`src/rtl/dpram_rd_pkg.sv`:
```
// Shared definitions for the dual-port RAM stream reader: the controller
// state encoding, the default bus widths and the read-FIFO entry layout.
package dpram_rd_pkg;

    // Default widths of the RAM read port and of the output stream.
    localparam int ADR_WIDTH_DEF = 13;
    localparam int DAT_WIDTH_DEF = 16;

    // Output buffer: two words are enough to keep one read per cycle
    // flowing while absorbing a single cycle of consumer back-pressure.
    localparam int FIFO_DEPTH = 2;
    localparam int FIFO_PTR_W = 1;
    localparam int FIFO_OCC_W = 2;

    typedef enum logic [1:0] {
        IDLE  = 2'd0,
        RUN   = 2'd1,
        DRAIN = 2'd2,
        FIN   = 2'd3
    } state_t;

    // One buffered word plus the flag marking the final word of a command.
    // The data field is sized for DAT_WIDTH_DEF; instances of the reader
    // must use that data width.
    typedef struct packed {
        logic                     last;
        logic [DAT_WIDTH_DEF-1:0] data;
    } fifo_entry_t;

endpackage

```
`src/rtl/dpram_stream_reader_if.sv`:
```
// Bundle of the command, RAM read-port and output-stream signals of the
// stream reader. The reader itself uses the master view; the environment
// (RAM, command source and stream consumer) uses the slave view.
interface dpram_stream_reader_if
    import dpram_rd_pkg::*;
#(
    parameter int ADR_WIDTH = ADR_WIDTH_DEF,
    parameter int DAT_WIDTH = DAT_WIDTH_DEF
);

    // Command channel
    logic                 cmd_valid;
    logic                 cmd_ready;
    logic [ADR_WIDTH-1:0] cmd_base;
    logic [ADR_WIDTH:0]   cmd_len;

    // RAM read port
    logic                 mem_en;
    logic                 mem_re;
    logic [ADR_WIDTH-1:0] mem_adr;
    logic [DAT_WIDTH-1:0] mem_dat;

    // Output stream
    logic                 m_valid;
    logic                 m_ready;
    logic [DAT_WIDTH-1:0] m_data;
    logic                 m_last;

    // Status
    logic                 busy;
    logic                 done;

    modport master (
        input  cmd_valid, cmd_base, cmd_len, mem_dat, m_ready,
        output cmd_ready, mem_en, mem_re, mem_adr,
               m_valid, m_data, m_last, busy, done
    );

    modport slave (
        output cmd_valid, cmd_base, cmd_len, mem_dat, m_ready,
        input  cmd_ready, mem_en, mem_re, mem_adr,
               m_valid, m_data, m_last, busy, done
    );

endinterface

```
`src/rtl/sync_fifo2.sv`:
```
// Two-entry synchronous FIFO holding words returned by the RAM until the
// stream consumer takes them. Push and pop may happen in the same cycle,
// including when the FIFO is full (the popped slot is reused).
module sync_fifo2
    import dpram_rd_pkg::*;
(
    input  logic                  clk,
    input  logic                  resetn,
    input  logic                  push,
    input  fifo_entry_t           push_data,
    input  logic                  pop,
    output fifo_entry_t           head,
    output logic [FIFO_OCC_W-1:0] occ,
    output logic                  empty,
    output logic                  full
);

    fifo_entry_t             mem_q [FIFO_DEPTH];
    logic [FIFO_PTR_W-1:0]   wr_ptr_q, wr_ptr_d;
    logic [FIFO_PTR_W-1:0]   rd_ptr_q, rd_ptr_d;
    logic [FIFO_OCC_W-1:0]   occ_q, occ_d;
    logic                    do_push;
    logic                    do_pop;

    assign empty = (occ_q == '0);
    assign full  = (occ_q == FIFO_OCC_W'(FIFO_DEPTH));
    assign occ   = occ_q;
    assign head  = mem_q[rd_ptr_q];

    // A full FIFO only accepts a word when the head leaves in the same cycle.
    assign do_push = push & (~full | pop);
    assign do_pop  = pop & ~empty;

    // Pointer and occupancy bookkeeping for the next cycle.
    always_comb begin
        wr_ptr_d = wr_ptr_q;
        rd_ptr_d = rd_ptr_q;
        occ_d    = occ_q;
        if (do_push) begin
            wr_ptr_d = wr_ptr_q + 1'b1;
        end
        if (do_pop) begin
            rd_ptr_d = rd_ptr_q + 1'b1;
        end
        case ({do_push, do_pop})
            2'b10:   occ_d = occ_q + 1'b1;
            2'b01:   occ_d = occ_q - 1'b1;
            default: occ_d = occ_q;
        endcase
    end

    // Register pointers and occupancy.
    always_ff @(posedge clk or negedge resetn) begin
        if (!resetn) begin
            wr_ptr_q <= '0;
            rd_ptr_q <= '0;
            occ_q    <= '0;
        end else begin
            wr_ptr_q <= wr_ptr_d;
            rd_ptr_q <= rd_ptr_d;
            occ_q    <= occ_d;
        end
    end

    // Storage slots; each slot loads only when the write pointer selects it.
    for (genvar gi = 0; gi < FIFO_DEPTH; gi++) begin : g_entry
        fifo_entry_t entry_d;

        // Next value of this slot.
        always_comb begin
            entry_d = mem_q[gi];
            if (do_push && (wr_ptr_q == FIFO_PTR_W'(gi))) begin
                entry_d = push_data;
            end
        end

        // Slot register; cleared so the stream outputs read zero after reset.
        always_ff @(posedge clk or negedge resetn) begin
            if (!resetn) begin
                mem_q[gi] <= '0;
            end else begin
                mem_q[gi] <= entry_d;
            end
        end
    end

endmodule

```
`src/rtl/dpram_stream_reader.sv`:
```
// Read-side master for the dual-port RAM. Accepts a (base, length) command,
// walks the RAM read port from base upwards (wrapping at the top of the
// address space) and presents the returned words as a valid/ready stream,
// flagging the final word with m_last and pulsing done when it is taken.
module dpram_stream_reader
    import dpram_rd_pkg::*;
#(
    parameter int ADR_WIDTH = ADR_WIDTH_DEF,
    parameter int DAT_WIDTH = DAT_WIDTH_DEF
)
(
    input  logic                   clk,
    input  logic                   resetn,
    dpram_stream_reader_if.master  bus
);

    localparam logic [ADR_WIDTH:0] REM_ONE = (ADR_WIDTH + 1)'(1);

    state_t                 state_q, state_d;
    logic [ADR_WIDTH-1:0]   addr_q, addr_d;
    logic [ADR_WIDTH:0]     remaining_q, remaining_d;
    logic                   inflight_q, inflight_d;
    logic                   inflight_last_q, inflight_last_d;

    fifo_entry_t            fifo_head;
    fifo_entry_t            fifo_push_data;
    logic [FIFO_OCC_W-1:0]  fifo_occ;
    logic                   fifo_empty;
    logic                   fifo_full;

    logic                   m_valid;
    logic                   pop;
    logic [2:0]             held_words;
    logic [2:0]             held_limit;
    logic                   issue;
    logic                   final_issue;

    assign m_valid = ~fifo_empty;
    assign pop     = m_valid & bus.m_ready;

    // Words already committed to the consumer side: buffered plus the one
    // coming back from the RAM. A word leaving this cycle frees its slot
    // immediately, which gives the deliberate m_ready -> mem_en path.
    assign held_words  = {1'b0, fifo_occ} + {2'b00, inflight_q};
    assign held_limit  = 3'd2 + {2'b00, pop};
    assign issue       = (state_q == RUN) && (remaining_q != '0) && (held_words < held_limit);
    assign final_issue = issue && (remaining_q == REM_ONE);

    // Controller, address walker and remaining-count next-state logic.
    always_comb begin
        state_d         = state_q;
        addr_d          = addr_q;
        remaining_d     = remaining_q;
        inflight_d      = issue;
        inflight_last_d = final_issue;
        case (state_q)
            IDLE: begin
                if (bus.cmd_valid) begin
                    addr_d      = bus.cmd_base;
                    remaining_d = bus.cmd_len;
                    state_d     = (bus.cmd_len == '0) ? FIN : RUN;
                end
            end
            RUN: begin
                if (issue) begin
                    addr_d      = addr_q + 1'b1;
                    remaining_d = remaining_q - 1'b1;
                    if (remaining_q == REM_ONE) begin
                        state_d = DRAIN;
                    end
                end
            end
            DRAIN: begin
                // The final word may still be in flight; wait for it to be taken.
                if (pop && fifo_head.last) begin
                    state_d = FIN;
                end
            end
            FIN: begin
                state_d = IDLE;
            end
            default: begin
                state_d = IDLE;
            end
        endcase
    end

    // Controller state, counters and the in-flight read tracker.
    always_ff @(posedge clk or negedge resetn) begin
        if (!resetn) begin
            state_q         <= IDLE;
            addr_q          <= '0;
            remaining_q     <= '0;
            inflight_q      <= 1'b0;
            inflight_last_q <= 1'b0;
        end else begin
            state_q         <= state_d;
            addr_q          <= addr_d;
            remaining_q     <= remaining_d;
            inflight_q      <= inflight_d;
            inflight_last_q <= inflight_last_d;
        end
    end

    // RAM data is valid the cycle after a read is issued; capture it then.
    assign fifo_push_data = '{last: inflight_last_q, data: bus.mem_dat};

    sync_fifo2 u_fifo (
        .clk       (clk),
        .resetn    (resetn),
        .push      (inflight_q),
        .push_data (fifo_push_data),
        .pop       (pop),
        .head      (fifo_head),
        .occ       (fifo_occ),
        .empty     (fifo_empty),
        .full      (fifo_full)
    );

    assign bus.cmd_ready = (state_q == IDLE);
    assign bus.busy      = (state_q != IDLE);
    assign bus.done      = (state_q == FIN);
    assign bus.mem_en    = issue;
    assign bus.mem_re    = issue;
    assign bus.mem_adr   = addr_q;
    assign bus.m_valid   = m_valid;
    assign bus.m_data    = fifo_head.data;
    assign bus.m_last    = fifo_head.last;

endmodule

```
`src/flat_wrapper.sv`:
```
// flat-port wrapper written by rule: the top's interface ports become plain ports
module dpram_stream_reader_flat import dpram_rd_pkg::*;
#(
    parameter int ADR_WIDTH = ADR_WIDTH_DEF,
    parameter int DAT_WIDTH = DAT_WIDTH_DEF
)
  (clk, resetn, bus_cmd_valid, bus_cmd_base, bus_cmd_len, bus_mem_dat, bus_m_ready, bus_cmd_ready, bus_mem_en, bus_mem_re, bus_mem_adr, bus_m_valid, bus_m_data, bus_m_last, bus_busy, bus_done);
  dpram_stream_reader_if #(.ADR_WIDTH(ADR_WIDTH), .DAT_WIDTH(DAT_WIDTH)) bus_i ();
  input  logic clk;
  input  logic resetn;
  input wire logic [$bits(bus_i.cmd_valid)-1:0] bus_cmd_valid;
  input wire logic [$bits(bus_i.cmd_base)-1:0] bus_cmd_base;
  input wire logic [$bits(bus_i.cmd_len)-1:0] bus_cmd_len;
  input wire logic [$bits(bus_i.mem_dat)-1:0] bus_mem_dat;
  input wire logic [$bits(bus_i.m_ready)-1:0] bus_m_ready;
  output wire logic [$bits(bus_i.cmd_ready)-1:0] bus_cmd_ready;
  output wire logic [$bits(bus_i.mem_en)-1:0] bus_mem_en;
  output wire logic [$bits(bus_i.mem_re)-1:0] bus_mem_re;
  output wire logic [$bits(bus_i.mem_adr)-1:0] bus_mem_adr;
  output wire logic [$bits(bus_i.m_valid)-1:0] bus_m_valid;
  output wire logic [$bits(bus_i.m_data)-1:0] bus_m_data;
  output wire logic [$bits(bus_i.m_last)-1:0] bus_m_last;
  output wire logic [$bits(bus_i.busy)-1:0] bus_busy;
  output wire logic [$bits(bus_i.done)-1:0] bus_done;
  assign bus_i.cmd_valid = bus_cmd_valid;
  assign bus_i.cmd_base = bus_cmd_base;
  assign bus_i.cmd_len = bus_cmd_len;
  assign bus_i.mem_dat = bus_mem_dat;
  assign bus_i.m_ready = bus_m_ready;
  assign bus_cmd_ready = bus_i.cmd_ready;
  assign bus_mem_en = bus_i.mem_en;
  assign bus_mem_re = bus_i.mem_re;
  assign bus_mem_adr = bus_i.mem_adr;
  assign bus_m_valid = bus_i.m_valid;
  assign bus_m_data = bus_i.m_data;
  assign bus_m_last = bus_i.m_last;
  assign bus_busy = bus_i.busy;
  assign bus_done = bus_i.done;
  dpram_stream_reader #(.ADR_WIDTH(ADR_WIDTH), .DAT_WIDTH(DAT_WIDTH)) u_core (.clk(clk), .resetn(resetn), .bus(bus_i));
endmodule
```
`config.mk`:
```
export PLATFORM = sky130hd
export DESIGN_NAME = dpram_stream_reader_flat
export DESIGN_NICKNAME = d
export VERILOG_FILES = /design/src/rtl/dpram_rd_pkg.sv /design/src/rtl/dpram_stream_reader_if.sv /design/src/rtl/sync_fifo2.sv /design/src/rtl/dpram_stream_reader.sv /design/src/flat_wrapper.sv
export SDC_FILE = /design/constraint.sdc
export NUM_CORES = 1
export LEC_CHECK = 0
export BUFFER_PORTS_ARGS = -buffer_cell sky130_fd_sc_hd__buf_2
export CORE_UTILIZATION = 50
export CTS_CLUSTER_DIAMETER = 120
export DETAILED_ROUTE_END_ITERATION = 8
export PLACE_DENSITY = 0.84
export SYNTH_ARGS = -nofsm -noshare
export SYNTH_HDL_FRONTEND = slang
export SYNTH_SLANG_ARGS = --single-unit
```
`constraint.sdc`:
```
create_clock -name clk -period 2.2 [get_ports clk]
set_input_delay 0.22 -clock clk [delete_from_list [all_inputs] [get_ports clk]]
set_output_delay 0.22 -clock clk [all_outputs]
set_load 0.02 [all_outputs]
```
# Word level (Yosys, flattened, before mapping)
# Index checks and enable logic that the tools add are counted.
op_classes:
  eq_ne: 11
  addsub: 8
  order_cmp: 2
  muxes: 16
  n_reduce_logical: 15
  bitwise_logic: 8
ops:
  columns: ["cell", "n"]
  rows:
  - ["$mux W17", 3]
  - ["$mux W14", 2]
  - ["$pmux W14 S2", 1]
  - ["$mux W13", 2]
  - ["$pmux W13 S2", 1]
  - ["$eq A14 B1 Y1 const B", 1]
  - ["$logic_not A14 Y1", 1]
  - ["$reduce_bool A14 Y1", 1]
  - ["$sub A14 B1 Y14 const B", 1]
  - ["$add A13 B1 Y13 const B", 1]
  - ["$mux W2", 5]
  - ["$eq A2 B2 Y1 const B", 4]
  - ["$pmux W2 S4", 1]
  - ["$logic_and A1 B1 Y1", 6]
  - ["$reduce_bool A2 Y1", 3]
  - ["$eq A2 B1 Y1 const B", 2]
  - ["$logic_not A2 Y1", 2]
  - ["$ne A2 B1 Y1 const B", 2]
  - ["$ne A2 B2 Y1 const B", 2]
  - ["$pmux W2 S2", 1]
  - ["$reduce_and A4 Y1", 1]
  - ["$add A2 B1 Y3", 1]
  - ["$add A2 B1 Y3 const A", 1]
  - ["$and A1 B1 Y1", 3]
  - ["9 further kinds", 12]
word_totals:
  regBits: 69

# Logic depth before layout (Yosys ltp)
logic_depth:
  ltp_word: 8
  mapped_depth: 9
  ltp_nobuf: 7

# By module
# From an unflattened synthesis, not the netlist that was laid out.
unflattened:
  cells_unflattened: 371
  hier_area_um2: 3873.7
by_module_without_submodules:
  columns: ["module", "instances", "cells_per_inst", "area_per_inst_um2", "seq_area_each_um2"]
  rows:
  - ["dpram_stream_reader", 1, 263, 2182.1, 775.7]
  - ["sync_fifo2", 1, 108, 1691.6, 950.9]

# Least setup slack after synthesis
# OpenSTA, ideal clock, no wires.
synth_timing:
  path_kind: "register -> output"
  startpoint: "reg u_core.u_fifo.occ_q[0] (netlist: u_core.u_fifo.occ[0])"
  endpoint: "out bus_mem_re"
  stages_incl_launch_ff: 10
  required_time_ns: 1.980
  setup_slack_ns: -0.371
  arrival_ns: 2.351
  path_buffers: 4
  cell_sequence: "dfrtp_1 ha_1 ha_1 o21a_1 buf_6 or3_1 buf_2 buf_2 nor2_1 buf_4"
synth_via:
  elab_chain_len: 6
  word_cells_on_any_way: 7
synth_lines:
  columns: ["element", "line", "source"]
  rows:
  - ["start: declaration", "sync_fifo2.sv:21", "logic [FIFO_OCC_W-1:0] occ_q, occ_d;"]
  - ["start signal: assignment", "sync_fifo2.sv:57", "occ_q <= '0;"]
  - ["start signal: assignment", "sync_fifo2.sv:61", "occ_q <= occ_d;"]
  - ["$logic_not A2 Y1", "sync_fifo2.sv:25", "assign empty = (occ_q == '0);"]
  - ["$not A1 Y1", "dpram_stream_reader.sv:38", "assign m_valid = ~fifo_empty;"]
  - ["$and A1 B1 Y1", "dpram_stream_reader.sv:39", "assign pop = m_valid & bus.m_ready;"]
  - ["$add A2 B1 Y3", "dpram_stream_reader.sv:45", "assign held_limit = 3'd2 + {2'b00, pop};"]
  - ["$lt A3 B3 Y1 *", "dpram_stream_reader.sv:46", "assign issue = (state_q == RUN) && (remaining_q != '0) && (held_words < held_limit);"]
  - ["$logic_and A1 B1 Y1 *", "dpram_stream_reader.sv:46", null]
  - ["end: declaration", "flat_wrapper.sv:18", "output wire logic [$bits(bus_i.mem_re)-1:0] bus_mem_re;"]
# Mark *: on every way between the ends. The rest lies on a longest branch, timed or not.

# Worst setup path in the final report
layout_timing:
  startpoint: "reg u_core.remaining_q[1]"
  endpoint: "out bus_mem_en"
layout_via:
  elab_chain_len: 3
layout_lines:
  columns: ["element", "line", "source"]
  rows:
  - ["start: declaration", "dpram_stream_reader.sv:21", "logic [ADR_WIDTH:0] remaining_q, remaining_d;"]
  - ["start signal: assignment", "dpram_stream_reader.sv:99", "remaining_q <= remaining_d;"]
  - ["$reduce_bool A14 Y1", "dpram_stream_reader.sv:46", null]
  - ["$logic_and A1 B1 Y1 (2 in series)", "dpram_stream_reader.sv:46", null]
  - ["end: declaration", "flat_wrapper.sv:17", "output wire logic [$bits(bus_i.mem_en)-1:0] bus_mem_en;"]
# No other way between the ends.

==> metrics.csv <==
metric;value;unit
I/O pin cnt;83;
Place WS;-0.0283;ns
Port Buffer Count;82;
Crit path arrival time;2.11;ns
Cell Area, Placed;0.00466;mm2
Yosys warning count;0;
final count of pins violating max slew;0;
Synth-to-Final Area Change;30.4;%
pwr dens;1700;mW/mm2
met3 usage;6.14;%
grt total ovfl;0;
placed insts;568;
Worst Path Required;1.98;ns
Cells after Synth;379;
Finish-stage setup viols;4;
CTS tree;yes;
FF-to-FF End;u_core.bus.mem_adr[12]$_DFFE_PN0P_;
final net count;546;
crit path kind;register to output pin;
drt first pass iters;5;
Max clock buf depth;2;
top-area cell type share of the netlist area;44.1;%
area leader, netlist;dfrtp_1;
Crit. End Element;output pin;
post-synth design cell area;0.00391;mm2
Most Used Layer, Global Route;met2;
DP HPWL;7.15;mm
Core Region;0.00741;mm2
status;finished with violations;
clk_skew;0.00842;ns
R2R Setup Slk;-0.02;ns
worst r2r src;u_core.remaining_q[1]$_DFFE_PN0P_;
DRC viols;0;
Slew HR;57.1;%
final hold vios;0;
met1 usage in global routing;31.7;%
Worst Max-Slew Pin Slew;0.643;ns
diode count;0;
PnR worst setup slack;-0.133;ns
die width;90.5;um
post-synth net total;436;
synthesized area per cell;10.3;um2
failing checks;setup timing;
Setup TNS;-0.297;ns
fin area;0.00510;mm2
fmax;429;MHz
RSZ-0062 raised after global routing;true;
async set-or-reset flop fraction in the synthesized netlist;100;%
ANT nets after route;0;
Cell Rows;31;
Post-synth EDFFs;0;
Final min period;2.33;ns
WL per Instance;17.2;um
total power;8.67;mW
Hold Path Class;primary input to register;
GPL Wtd Cong;0.890;
largest cells by area after synthesis;dfrtp_1 44%, mux2_2 15%, ha_1 3.2%;
Finished Layout Cells;593;
Worst Setup Start Kind;register;
Via Count;3611;
layout cell share with drive strength beyond 1;43.5;%
first-pass GRT wire length;16.6;mm
antenna violations before repair;0;
CTS root buffer;clkbuf_8;
Worst VDD drop;0.00113;V
top cell types by occurrence after synthesis;69 x dfrtp_1, 51 x mux2_2, 19 x nand3_1;
LEAKAGE;2.24;nW
most frequent cell after synthesis;dfrtp_1;
Yosys reg bits;69;
Die Y;90.5;um
die area;0.00819;mm2
Seq/Total Area, Yosys;44.1;%
post-route clock period utilization;106;%
DRT iter0 DRCs;220;
maxcap violations;0;
Total Wirelength;10.2;mm
min-delay src;bus_mem_dat[8];
Worst Hold End;u_core.u_fifo.mem_q[8]$_DFFE_PN0P_;
CP Max Fanout;3;
worst reg2reg path depth;9;
Most used DFF post-synth;dfrtp_1;
drt via density;6.09;
WHS Path Cells;2;
clock sink total;69;
library cells used by synthesis;52;
H-Tree Depth;3;
CTS Buf Count;9;
Starting Density;52.8;%
worst skew pair latency;0.35;ns
GRT Util Overall;25.1;%
global routing usage on met2;42.8;%
clock-pin slew on the worst setup and hold paths;0.08;ns
vias in the first global route;3465;
largest net degree at the start of global routing;42;
[state kept, by name, indices dropped and copies added, names as in the netlist]
register,flops
u_core.u_fifo.rd_ptr_q,1
u_core.remaining_q,14
u_core.bus.mem_adr,13
u_core.u_fifo.wr_ptr_q,1
u_core.inflight_q,1
u_core.state_q,2
u_core.u_fifo.mem_q,34
u_core.u_fifo.occ,2
u_core.inflight_last_q,1
[stage by stage]
stage,hold WS (ns),utilization (%)
after floorplan,-0.0756,-
after global placement,0.270,63.0
after detailed placement,0.272,63.0
after CTS,0.0961,67.5
after global routing,0.0995,68.9
final,0.110,68.9
[layout by cell type, fill, tap and decap left out, types with 9 or more instances in the layout]
cell type	n
nand2_1	17
clkbuf_8	10
buf_2	80
nand3_1	19
o22ai_1	14
nor3_1	17
nor2_1	14
and3_1	12
buf_4	34
mux2_2	51
dfrtp_1	68
a21oi_1	17
nor4_1	9
inv_1	11
or3_1	9
[area by class of cell]
type | instances | area, um2
well taps | 99 | 124
flip-flops and latches | 69 | 1730
clock buffers | 10 | 138
multi-input cells | 274 | 2220
repair buffers | 122 | 779
fillers | 555 | 2300
clock inverters | 6 | 71.3
inverters | 13 | 48.8
[kinds of logic (layout without fill, tap and decap cells)]
kind of cell	count (synthesis)	after routing	synth area share (%)
xor+xnor	5	5	1.12
mux	59	59	16.7
flops	69	69	44.1
compound gates	70	70	12.2
fa+ha+maj	10	10	3.20
buf+inv	36	151	3.93
simple gates	130	130	18.7
[critical path: stages (launching register included)]
cell     delay [ns]
dfrtp_1        0.39
inv_2          0.07
ha_4           0.16
nor4b_4        0.13
and4b_2        0.25
or3_4          0.39
buf_6          0.13
nor2_4         0.11
buf_6          0.13
[timing repair]
item | CTS | global route
gates resized for setup | 18 | 15
gates cloned | 0 | 0
hold endpoints to repair | 28 | 0
pin swaps | 4 | 5
endpoints found under the setup margin | 8 | 14
buffers inserted | 7 | 1
hold buffers | 1 | 0
[layer usage]
layer	share of wire, %	routed length [um]	vias to the layer above
li1	-	-	1665
met1	41	4230	1766
met2	50	5100	165
met3	7.1	726	15
met4	1.3	133	0
met5	0	0	-
[worst max-delay path by stage]
| stage | from | to | slack, ns | cells after the start |
|---|---|---|---|---|
| 2_1_floorplan | u_core.u_fifo.occ[0]$_DFFE_PN0P_ | bus_mem_re | -0.02 | 9 |
| 3_3_place_gp | u_core.remaining_q[10]$_DFFE_PN0P_ | u_core.state_q[1]$_DFFE_PN0P_ | 0.009 | 6 |
| 3_5_place_dp | u_core.remaining_q[1]$_DFFE_PN0P_ | u_core.bus.mem_adr[5]$_DFFE_PN0P_ | -0.03 | 8 |
| 4_1_cts | u_core.remaining_q[1]$_DFFE_PN0P_ | bus_mem_re | -0.11 | 8 |
| 5_1_grt | u_core.remaining_q[1]$_DFFE_PN0P_ | bus_mem_re | -0.18 | 8 |
| 6_report | u_core.remaining_q[1]$_DFFE_PN0P_ | bus_mem_en | -0.13 | 8 |
[power by group]
| group | internal, mW | total [mW] | switching, mW |
|---|---|---|---|
| Clock | 0.562 | 1.08 | 0.518 |
| Combinational | 2.34 | 5.07 | 2.73 |
| Sequential | 1.91 | 2.53 | 0.613 |
Note: power is estimated with default switching activity, not from simulation.
